### config.mk
export PLATFORM = sky130hd
export DESIGN_NAME = seq_pattern_tx_flat
export DESIGN_NICKNAME = d
export VERILOG_FILES = /design/src/rtl/seq_pattern_tx_pkg.sv /design/src/rtl/seq_pattern_tx_if.sv /design/src/rtl/seq_pattern_tx_down_counter.sv /design/src/rtl/seq_pattern_tx.sv /design/src/flat_wrapper.sv
export SDC_FILE = /design/constraint.sdc
export NUM_CORES = 1
export LEC_CHECK = 0
export ABC_AREA = 1
export CAP_MARGIN = 20
export CORE_MARGIN = 5
export CORE_UTILIZATION = 50
export CTS_BUF_LIST = sky130_fd_sc_hd__clkbuf_4 sky130_fd_sc_hd__clkbuf_8
export CTS_CLUSTER_SIZE = 12
export DETAILED_ROUTE_END_ITERATION = 8
export PLACE_DENSITY = 0.86
export SYNTH_ARGS = -nofsm -noshare
export SYNTH_HDL_FRONTEND = slang
export SYNTH_SLANG_ARGS = --single-unit
### constraint.sdc
create_clock -name clk -period 4 [get_ports clk]
set_clock_uncertainty 0.1 [all_clocks]
set_input_delay 0.6 -clock clk [delete_from_list [all_inputs] [get_ports clk]]
set_output_delay 0.6 -clock clk [all_outputs]
set_load 0.005 [all_outputs]
### src/rtl/seq_pattern_tx_pkg.sv
// rtl/seq_pattern_tx_pkg.sv - shared state type and length-width helper for the serial pattern transmitter
package seq_tx_pkg;

  typedef enum logic [1:0] {IDLE, SEND, GAP} seq_tx_state_t;

  // Width needed to hold the value w itself; never narrower than one bit.
  function automatic int len_width(input int w);
    return (w < 1) ? 1 : $clog2(w + 1);
  endfunction

endpackage

### src/rtl/seq_pattern_tx_if.sv
// rtl/seq_pattern_tx_if.sv - strobe/request/serial bus of seq_pattern_tx (repeat_req under SEQ_TX_REPEAT_EN)
interface seq_pattern_tx_if #(parameter int width = 8) ();
  import seq_tx_pkg::*;

  localparam int lw = len_width(width);

  logic          en;
  logic          start;
  logic [width-1:0] pattern;
  logic [lw-1:0] len;
  logic          seq_out;
  logic          busy;
  logic          done;
`ifdef SEQ_TX_REPEAT_EN
  logic          repeat_req;

  modport master (output en, start, pattern, len, repeat_req, input seq_out, busy, done);
  modport slave  (input en, start, pattern, len, repeat_req, output seq_out, busy, done);
`else
  modport master (output en, start, pattern, len, input seq_out, busy, done);
  modport slave  (input en, start, pattern, len, output seq_out, busy, done);
`endif

endinterface

### src/rtl/seq_pattern_tx_down_counter.sv
// rtl/seq_pattern_tx_down_counter.sv - loadable down-counter with decrement enable and zero flag
module seq_tx_down_counter #(
  parameter int W = 4
) (
  input  logic         clk,
  input  logic         reset_n,
  input  logic         load,
  input  logic [W-1:0] load_val,
  input  logic         dec,
  output logic [W-1:0] count,
  output logic         zero
);

  always_ff @(posedge clk or negedge reset_n) begin
    if (!reset_n) begin
      count <= '0;
    end else if (load) begin
      count <= load_val;
    end else if (dec && (count != '0)) begin
      count <= count - 1'b1;
    end
  end

  assign zero = (count == '0);

endmodule

### src/rtl/seq_pattern_tx.sv
// rtl/seq_pattern_tx.sv - MSB-first serial pattern sender with zero gap; SEQ_TX_REPEAT_EN adds auto-repeat
module seq_pattern_tx
  import seq_tx_pkg::*;
#(
  parameter int width   = 8,
  parameter int gap_len = 2
) (
  input  logic clk,
  input  logic reset_n,
  seq_pattern_tx_if.slave bus
);

  localparam int lw = len_width(width);
  localparam int gw = len_width(gap_len);

  seq_tx_state_t    state, state_d;
  logic [width-1:0] shadow_pattern;
  logic             seq_out_q, busy_q, done_q;
  logic             seq_out_d, busy_d, done_d;
  logic             bit_load, bit_dec, bit_zero;
  logic [lw-1:0]    bit_load_val, bit_count;
  logic             gap_load, gap_dec, gap_zero;
  logic [gw-1:0]    gap_count;
  logic             accept, complete, rerun;

`ifdef SEQ_TX_REPEAT_EN
  logic [lw-1:0]    shadow_len;

  always_ff @(posedge clk or negedge reset_n) begin
    if (!reset_n) shadow_len <= '0;
    else if (accept) shadow_len <= bus.len;
  end

  assign rerun = complete && bus.repeat_req;
`else
  assign rerun = 1'b0;
`endif

  assign accept   = (state == IDLE) && bus.start && (bus.len != '0) && (bus.len <= lw'(width));
  // gap_zero also ends the gap so a stray zero count can never stall the block.
  assign complete = bus.en &&
                    (((state == SEND) && bit_zero && (gap_len == 0)) ||
                     ((state == GAP) && ((gap_count == gw'(1)) || gap_zero)));

  always_ff @(posedge clk or negedge reset_n) begin
    if (!reset_n) state <= IDLE;
    else          state <= state_d;
  end

  always_comb begin
    state_d = state;
    case (state)
      IDLE:    if (accept) state_d = SEND;
      SEND:    if (bus.en && bit_zero && (gap_len > 0)) state_d = GAP;
      GAP:     ;
      default: state_d = IDLE;
    endcase
    if (complete) state_d = rerun ? SEND : IDLE;
  end

  always_comb begin
    seq_out_d    = seq_out_q;
    busy_d       = busy_q;
    done_d       = 1'b0;
    bit_load     = 1'b0;
    bit_load_val = bus.len - 1'b1;
    bit_dec      = 1'b0;
    gap_load     = 1'b0;
    gap_dec      = 1'b0;
    case (state)
      IDLE: if (accept) begin
        bit_load  = 1'b1;
        seq_out_d = bus.pattern[bit_load_val];
        busy_d    = 1'b1;
      end
      SEND: if (bus.en) begin
        if (!bit_zero) begin
          bit_dec   = 1'b1;
          seq_out_d = shadow_pattern[bit_count - 1'b1];
        end else if (gap_len > 0) begin
          seq_out_d = 1'b0;
          gap_load  = 1'b1;
        end
      end
      GAP:     if (bus.en) gap_dec = 1'b1;
      default: ;
    endcase
    if (complete) begin
      done_d    = 1'b1;
      seq_out_d = 1'b0;
      busy_d    = 1'b0;
`ifdef SEQ_TX_REPEAT_EN
      if (bus.repeat_req) begin
        busy_d       = 1'b1;
        bit_load     = 1'b1;
        bit_load_val = shadow_len - 1'b1;
        seq_out_d    = shadow_pattern[bit_load_val];
      end
`endif
    end
  end

  always_ff @(posedge clk or negedge reset_n) begin
    if (!reset_n) begin
      seq_out_q      <= 1'b0;
      busy_q         <= 1'b0;
      done_q         <= 1'b0;
      shadow_pattern <= '0;
    end else begin
      seq_out_q <= seq_out_d;
      busy_q    <= busy_d;
      done_q    <= done_d;
      if (accept) shadow_pattern <= bus.pattern;
    end
  end

  seq_tx_down_counter #(.W(lw)) u_bit_cnt (
    .clk      (clk),
    .reset_n  (reset_n),
    .load     (bit_load),
    .load_val (bit_load_val),
    .dec      (bit_dec),
    .count    (bit_count),
    .zero     (bit_zero)
  );

  seq_tx_down_counter #(.W(gw)) u_gap_cnt (
    .clk      (clk),
    .reset_n  (reset_n),
    .load     (gap_load),
    .load_val (gw'(gap_len)),
    .dec      (gap_dec),
    .count    (gap_count),
    .zero     (gap_zero)
  );

  assign bus.seq_out = seq_out_q;
  assign bus.busy    = busy_q;
  assign bus.done    = done_q;

endmodule

### src/flat_wrapper.sv
// flat-port wrapper written by rule: the top's interface ports become plain ports
module seq_pattern_tx_flat import seq_tx_pkg::*;
#(
  parameter int width   = 8,
  parameter int gap_len = 2
)
  (clk, reset_n, bus_en, bus_start, bus_pattern, bus_len, bus_seq_out, bus_busy, bus_done);
  seq_pattern_tx_if #(.width(width)) bus_i ();
  input  logic clk;
  input  logic reset_n;
  input wire logic [$bits(bus_i.en)-1:0] bus_en;
  input wire logic [$bits(bus_i.start)-1:0] bus_start;
  input wire logic [$bits(bus_i.pattern)-1:0] bus_pattern;
  input wire logic [$bits(bus_i.len)-1:0] bus_len;
  output wire logic [$bits(bus_i.seq_out)-1:0] bus_seq_out;
  output wire logic [$bits(bus_i.busy)-1:0] bus_busy;
  output wire logic [$bits(bus_i.done)-1:0] bus_done;
  assign bus_i.en = bus_en;
  assign bus_i.start = bus_start;
  assign bus_i.pattern = bus_pattern;
  assign bus_i.len = bus_len;
  assign bus_seq_out = bus_i.seq_out;
  assign bus_busy = bus_i.busy;
  assign bus_done = bus_i.done;
  seq_pattern_tx #(.width(width), .gap_len(gap_len)) u_core (.clk(clk), .reset_n(reset_n), .bus(bus_i));
endmodule
Word level (Yosys, flattened, before mapping)
Index checks and enable logic that the tools add are counted.
Operators by class
  shift-type cells: 0
  add/sub/neg operators: 3
  reduce and logical (&&, ||, !) cells: 23
  multiply operators: 0
  div/mod/pow operators: 0
  $lt $le $gt $ge: 3
  muxes and demuxes: 31
  bitwise logic cells: 0
  eq/ne operators: 7
Operators by type and width (number)
  1-bit two-way mux: 20
  2-bit two-way mux: 5
  2-bit nonzero test: 5
  1-bit logical AND: 8
  4-bit less-than comparator, second input constant: 2
  4-bit two-way mux: 2
  4-bit nonzero test: 2
  4-bit by 1-bit subtractor with 4-bit output, second input constant: 2
  1-bit binary-select mux with 3-bit select: 2
  3-bit by 2-bit != test with 1-bit output, second input constant: 2
  2-bit one-hot mux with 3 select lines: 1
  3-bit AND reduction: 2
  2-bit by 1-bit == test with 1-bit output, second input constant: 2
  4-bit <= comparator, second input constant: 1
  2-bit logical NOT: 2
  4-bit logical NOT: 1
  3-bit by 1-bit != test with 1-bit output, second input constant: 1
  3-bit nonzero test: 1
  2-bit == test, second input constant: 1
  2-bit by 1-bit != test with 1-bit output, second input constant: 1
  1-bit one-hot mux with 2 select lines: 1
  2-bit AND reduction: 1
  2-bit by 1-bit subtractor with 2-bit output, second input constant: 1
  1-bit logical OR: 1
Storage, ports and cells
  input port bits: 16
  flip-flop bits (word level): 19
  output and inout bits: 3
  bits in read-only memories: 0
  memories kept: 0
  latch bits: 0
  RAM bits: 0
  word-level logic and storage cells: 74

Logic depth before layout (Yosys ltp)
  depth after elaboration: 7
  depth in mapped cells: 11
  depth with buffers taken out: 11

Cells and area by module
From an unflattened synthesis, not the netlist that was laid out.
Unflattened totals
  cells, all modules: 189
  area total of the unflattened synthesis: 1255.0 µm²
By module, submodules not included
  seq_pattern_tx: area an instance 832.0 µm², seq. area each 325.3 µm², cells each 124, instances 1
  seq_tx_down_counter (u_core.u_bit_cnt): area an instance 295.3 µm², seq. area each 100.1 µm², cells each 46, instances 1
  seq_tx_down_counter (u_core.u_gap_cnt): area an instance 127.6 µm², seq. area each 50.0 µm², cells each 19, instances 1

Least setup slack after synthesis
No wires, ideal clock.
  kind: input port to flip-flop
  start: input port bus_len[0]
  end: register u_core.u_bit_cnt.count[1]
  arrival: 1.539 ns
  required time: 3.762 ns
  stages: 10
  slack: 2.224 ns
  path buffers: 1
  path through: inv_1 -> ha_1 -> nand2_1 -> nand2_1 -> nand3_2 -> buf_6 -> nand2_1 -> inv_2 -> nand2_1 -> o221ai_1
On the way
  cells in the longest elaborated chain, start to end: 6
Ends and longest elaborated chain
  start, declared: line flat_wrapper.sv:14  | input wire logic [$bits(bus_i.len)-1:0] bus_len;
  parallel branches: the longest is 6 deep, another holds 4-bit <= comparator
  end signal, assigned: line seq_pattern_tx_down_counter.sv:18  | count <= load_val;
  end signal, assigned: line seq_pattern_tx_down_counter.sv:20  | count <= count - 1'b1;
  end, declared: line seq_pattern_tx_down_counter.sv:10  | output logic [W-1:0] count,
Several ways; the timed one is not identified.
A chain may end at the register's enable or synchronous reset.

Worst setup path in the final report
  start: input port bus_len[0]
  end: register u_core.u_bit_cnt.count[2]
The elaborated chain is that of the path after synthesis.

==> flow_metrics.env <==
export IMPL_final_period_utilization=0.582
export IMPL_grt_max_degree=20
export IMPL_setup_tns_ns=0
export IMPL_drc=0
export IMPL_hold_start="u_core.bus.seq_out$_DFFE_PN0P_"
export IMPL_final_util=0.627
export IMPL_tightest_slew_ns=0.835
export IMPL_min_period_ns=2.33
export IMPL_fp_dieH_um=58.6
export IMPL_grt_busiest_layer="met2"
export IMPL_rsz0062_at_grt="false"
export IMPL_p_per_area_mw_per_mm2=668
export IMPL_worstPathArrival_ns=2.41
export IMPL_crit_type="input pin to flip-flop"
export IMPL_yosysUniqueCellTypes=21
export IMPL_synth_compound_area_frac=0.0859
export IMPL_synth_simple_area_share=0.320
export IMPL_yosys_area_share_adder=0.0530
export IMPL_antenna_cells=0
export IMPL_synth_nets=187
export IMPL_cts_repair_resized=0
export IMPL_synthXorXnorAreaFrac=0.0223
export IMPL_irDropWorstVdd_uv=370
export IMPL_r2r_end="u_core.bus.seq_out$_DFFE_PN0P_"
export IMPL_cts_max_level=1
export IMPL_synth_top_family_by_area="simple AND/OR/NAND/NOR gates"
export IMPL_fin_cells=213
export IMPL_endpoint_kind="flip-flop"
export IMPL_ys_seq_elements=19
export IMPL_critPathLaunchType="input pin"
export IMPL_min_path_cells=2
export IMPL_clkLatencyLatePin_ns=0.30
export IMPL_core_area_mm2=0.00223
export IMPL_root_buffer="clkbuf_4"
export IMPL_grt_pass1_vias=1079
export IMPL_vias=1098
export IMPL_cts_max_path_buffers=2
export IMPL_slew_violations=0
export IMPL_top_level_ports=19
export IMPL_syn_to_final_growth_pct=18.8
export IMPL_seq_area_um2=475
export IMPL_max_freq_mhz=430
export IMPL_use_met2=0.298
export IMPL_power_leakage_nw=0.737
export IMPL_start_util=0.528
export IMPL_min_to="u_core.bus.seq_out$_DFFE_PN0P_"
export IMPL_die_area_mm2=0.00343
export IMPL_critPathMaxFanout=16
export IMPL_first_iter_violations=47
export IMPL_dp_hpwl_um=2030
export IMPL_reg2regPathDepth=10
export IMPL_wl_per_cell_um=11.9
export IMPL_synth_area_mux_share=0
export IMPL_routed_wl_um=2540
export IMPL_grt_use_total=0.173
export IMPL_clk_pin_slew_ns=0.11
export IMPL_layout_drive_gt1_share=0.0649
export IMPL_multi_input_area_um2=568
export IMPL_cts_buffers=3
export IMPL_synth_area_mm2=0.00118
export IMPL_post_cts_setup_buffer_count=0
export IMPL_slew_headroom=0.442
export IMPL_syn_area_per_cell_um2=7.11
export IMPL_cts_hold_buf=0
export IMPL_met3_usage=0.0175
export IMPL_synth_cells=166
export IMPL_placed_cells=209
export IMPL_overflow=0
export IMPL_status="completed"
export IMPL_fp_dieW_um=58.6
export IMPL_first_pass_iters=4
export IMPL_finalHoldViolCount=0
export IMPL_r2r_start="u_core.u_bit_cnt.count[0]$_DFFE_PN0P_"
export IMPL_power_w=0.000936
export IMPL_grt_pass1_wl_um=4550
export IMPL_hold_class="flip-flop to flip-flop"
export IMPL_nNetsFinal=207
export IMPL_yosys_warnings=0
export IMPL_clkSinkCount=19
export IMPL_ys_seq_area_frac=0.403
export IMPL_fp_row_count=17
export IMPL_antenna_found_initial=0
export IMPL_grtUsageMet1=0.214
export IMPL_place_congestion=0.837
export IMPL_port_buffers=18
export IMPL_rrSetupSlack_ns=2.19
export IMPL_ant_nets=0
export IMPL_worstPathRequired_ns=4.09
export IMPL_fillers=185
export IMPL_cts_tree="built"
export IMPL_max_cap_viol_count=0
export IMPL_drt_vias_per_instance=5.15
export IMPL_final_setup_viol_count=0
cell usage in the layout, fill, tap and decap left out, types with 3 or more instances in the layout:
cell              n
nor2_1           12
o211ai_1          3
ha_1              5
clkdlybuf4s50_1  18
clkbuf_4          4
inv_2             3
dfrtp_1          19
nand2_1          54
nand3_1          16
inv_1            27
o21ai_0          11
layer usage:
metal  wire length, um  share of wire
met1              1070           0.42
met2              1260           0.49
met3               158          0.062
met4                55          0.022
met5                 0              0
where the power goes:
part / internal, W / leakage [nW] / switching (W)
logic: 0.000198 / 0.484 / 0.000285
registers: 0.000284 / 0.235 / 0.0000628
clock network: 0.0000457 / 0.0184 / 0.0000611
cells in the mapped netlist, drive strengths merged:
| library cell | instances | area, um2 |
|---|---|---|
| a21oi | 2 | 10.0 |
| buf | 3 | 23.8 |
| dfrtp | 19 | 475 |
| ha | 5 | 62.6 |
| inv | 30 | 113 |
| nand2 | 55 | 214 |
| nand3 | 18 | 100 |
| nand4 | 1 | 6.26 |
| nor2 | 14 | 57.6 |
| o211ai | 3 | 22.5 |
| o21ai | 12 | 60.1 |
| o221ai | 1 | 8.76 |
| xnor2 | 1 | 8.76 |
| xor2 | 2 | 17.5 |
how the worst max path moves through the flow:
stage / start / to / slack, ns / cells after the start
6_report: bus_len[0] / u_core.u_bit_cnt.count[2]$_DFFE_PN0P_ / 1.67 / 10
5_1_grt: bus_len[0] / u_core.u_bit_cnt.count[2]$_DFFE_PN0P_ / 1.57 / 10
4_1_cts: bus_len[0] / u_core.u_bit_cnt.count[2]$_DFFE_PN0P_ / 1.70 / 10
3_5_place_dp: bus_len[0] / u_core.u_bit_cnt.count[2]$_DFFE_PN0P_ / 1.40 / 10
3_3_place_gp: bus_len[0] / u_core.u_bit_cnt.count[2]$_DFFE_PN0P_ / 1.50 / 9
2_1_floorplan: bus_len[0] / u_core.u_bit_cnt.count[1]$_DFFE_PN0P_ / 2.22 / 10
final cells by class:
cell class	count	share of cell area
tap	28	0.0250
multi-input combinational	114	0.405
sequential	19	0.339
timing repair buffer	18	0.129
clock buffer	4	0.0214
inverter	30	0.0804
worst max-delay path: stages:
cell	delay (ns)
clkdlybuf4s50_1	0.48
inv_1	0.20
ha_1	0.24
nand2_1	0.08
nand2_1	0.08
nand3_2	0.22
inv_2	0.26
nand2_1	0.07
nand2_1	0.08
o21ai_0	0.09
metrics by stage:
| stage | setup slack (ns) | cell area, um2 | hold WS, ns |
|---|---|---|---|
| 3_5_place_dp | 1.40 | 1370 | 0.365 |
| 3_3_place_gp | 1.50 | 1370 | 0.365 |
| 6_report | 1.67 | 1400 | 0.387 |
| 4_1_cts | 1.70 | 1400 | 0.392 |
| 5_1_grt | 1.57 | 1400 | 0.412 |
| 2_1_floorplan | 2.22 | 1180 | 0.204 |
cell families (layout without fill, tap and decap cells):
logic type               count (synthesis)  in the layout
flip-flops                              19             19
AND/OR/NAND/NOR                         88             88
XOR/XNOR                                 3              3
buffers and inverters                   33             52
AO/OA/AOI/OAI                           18             18
adder cells (fa/ha/maj)                  5              5
registers in the layout, summed over array words and instances, names as in the netlist:
signal / flops
u_core.bus.busy: 1
u_core.bus.done: 1
u_core.bus.seq_out: 1
u_core.shadow_pattern: 8
u_core.state: 2
u_core.u_bit_cnt.count: 4
u_core.u_gap_cnt.count: 2
(Power assumes the default switching activity.)
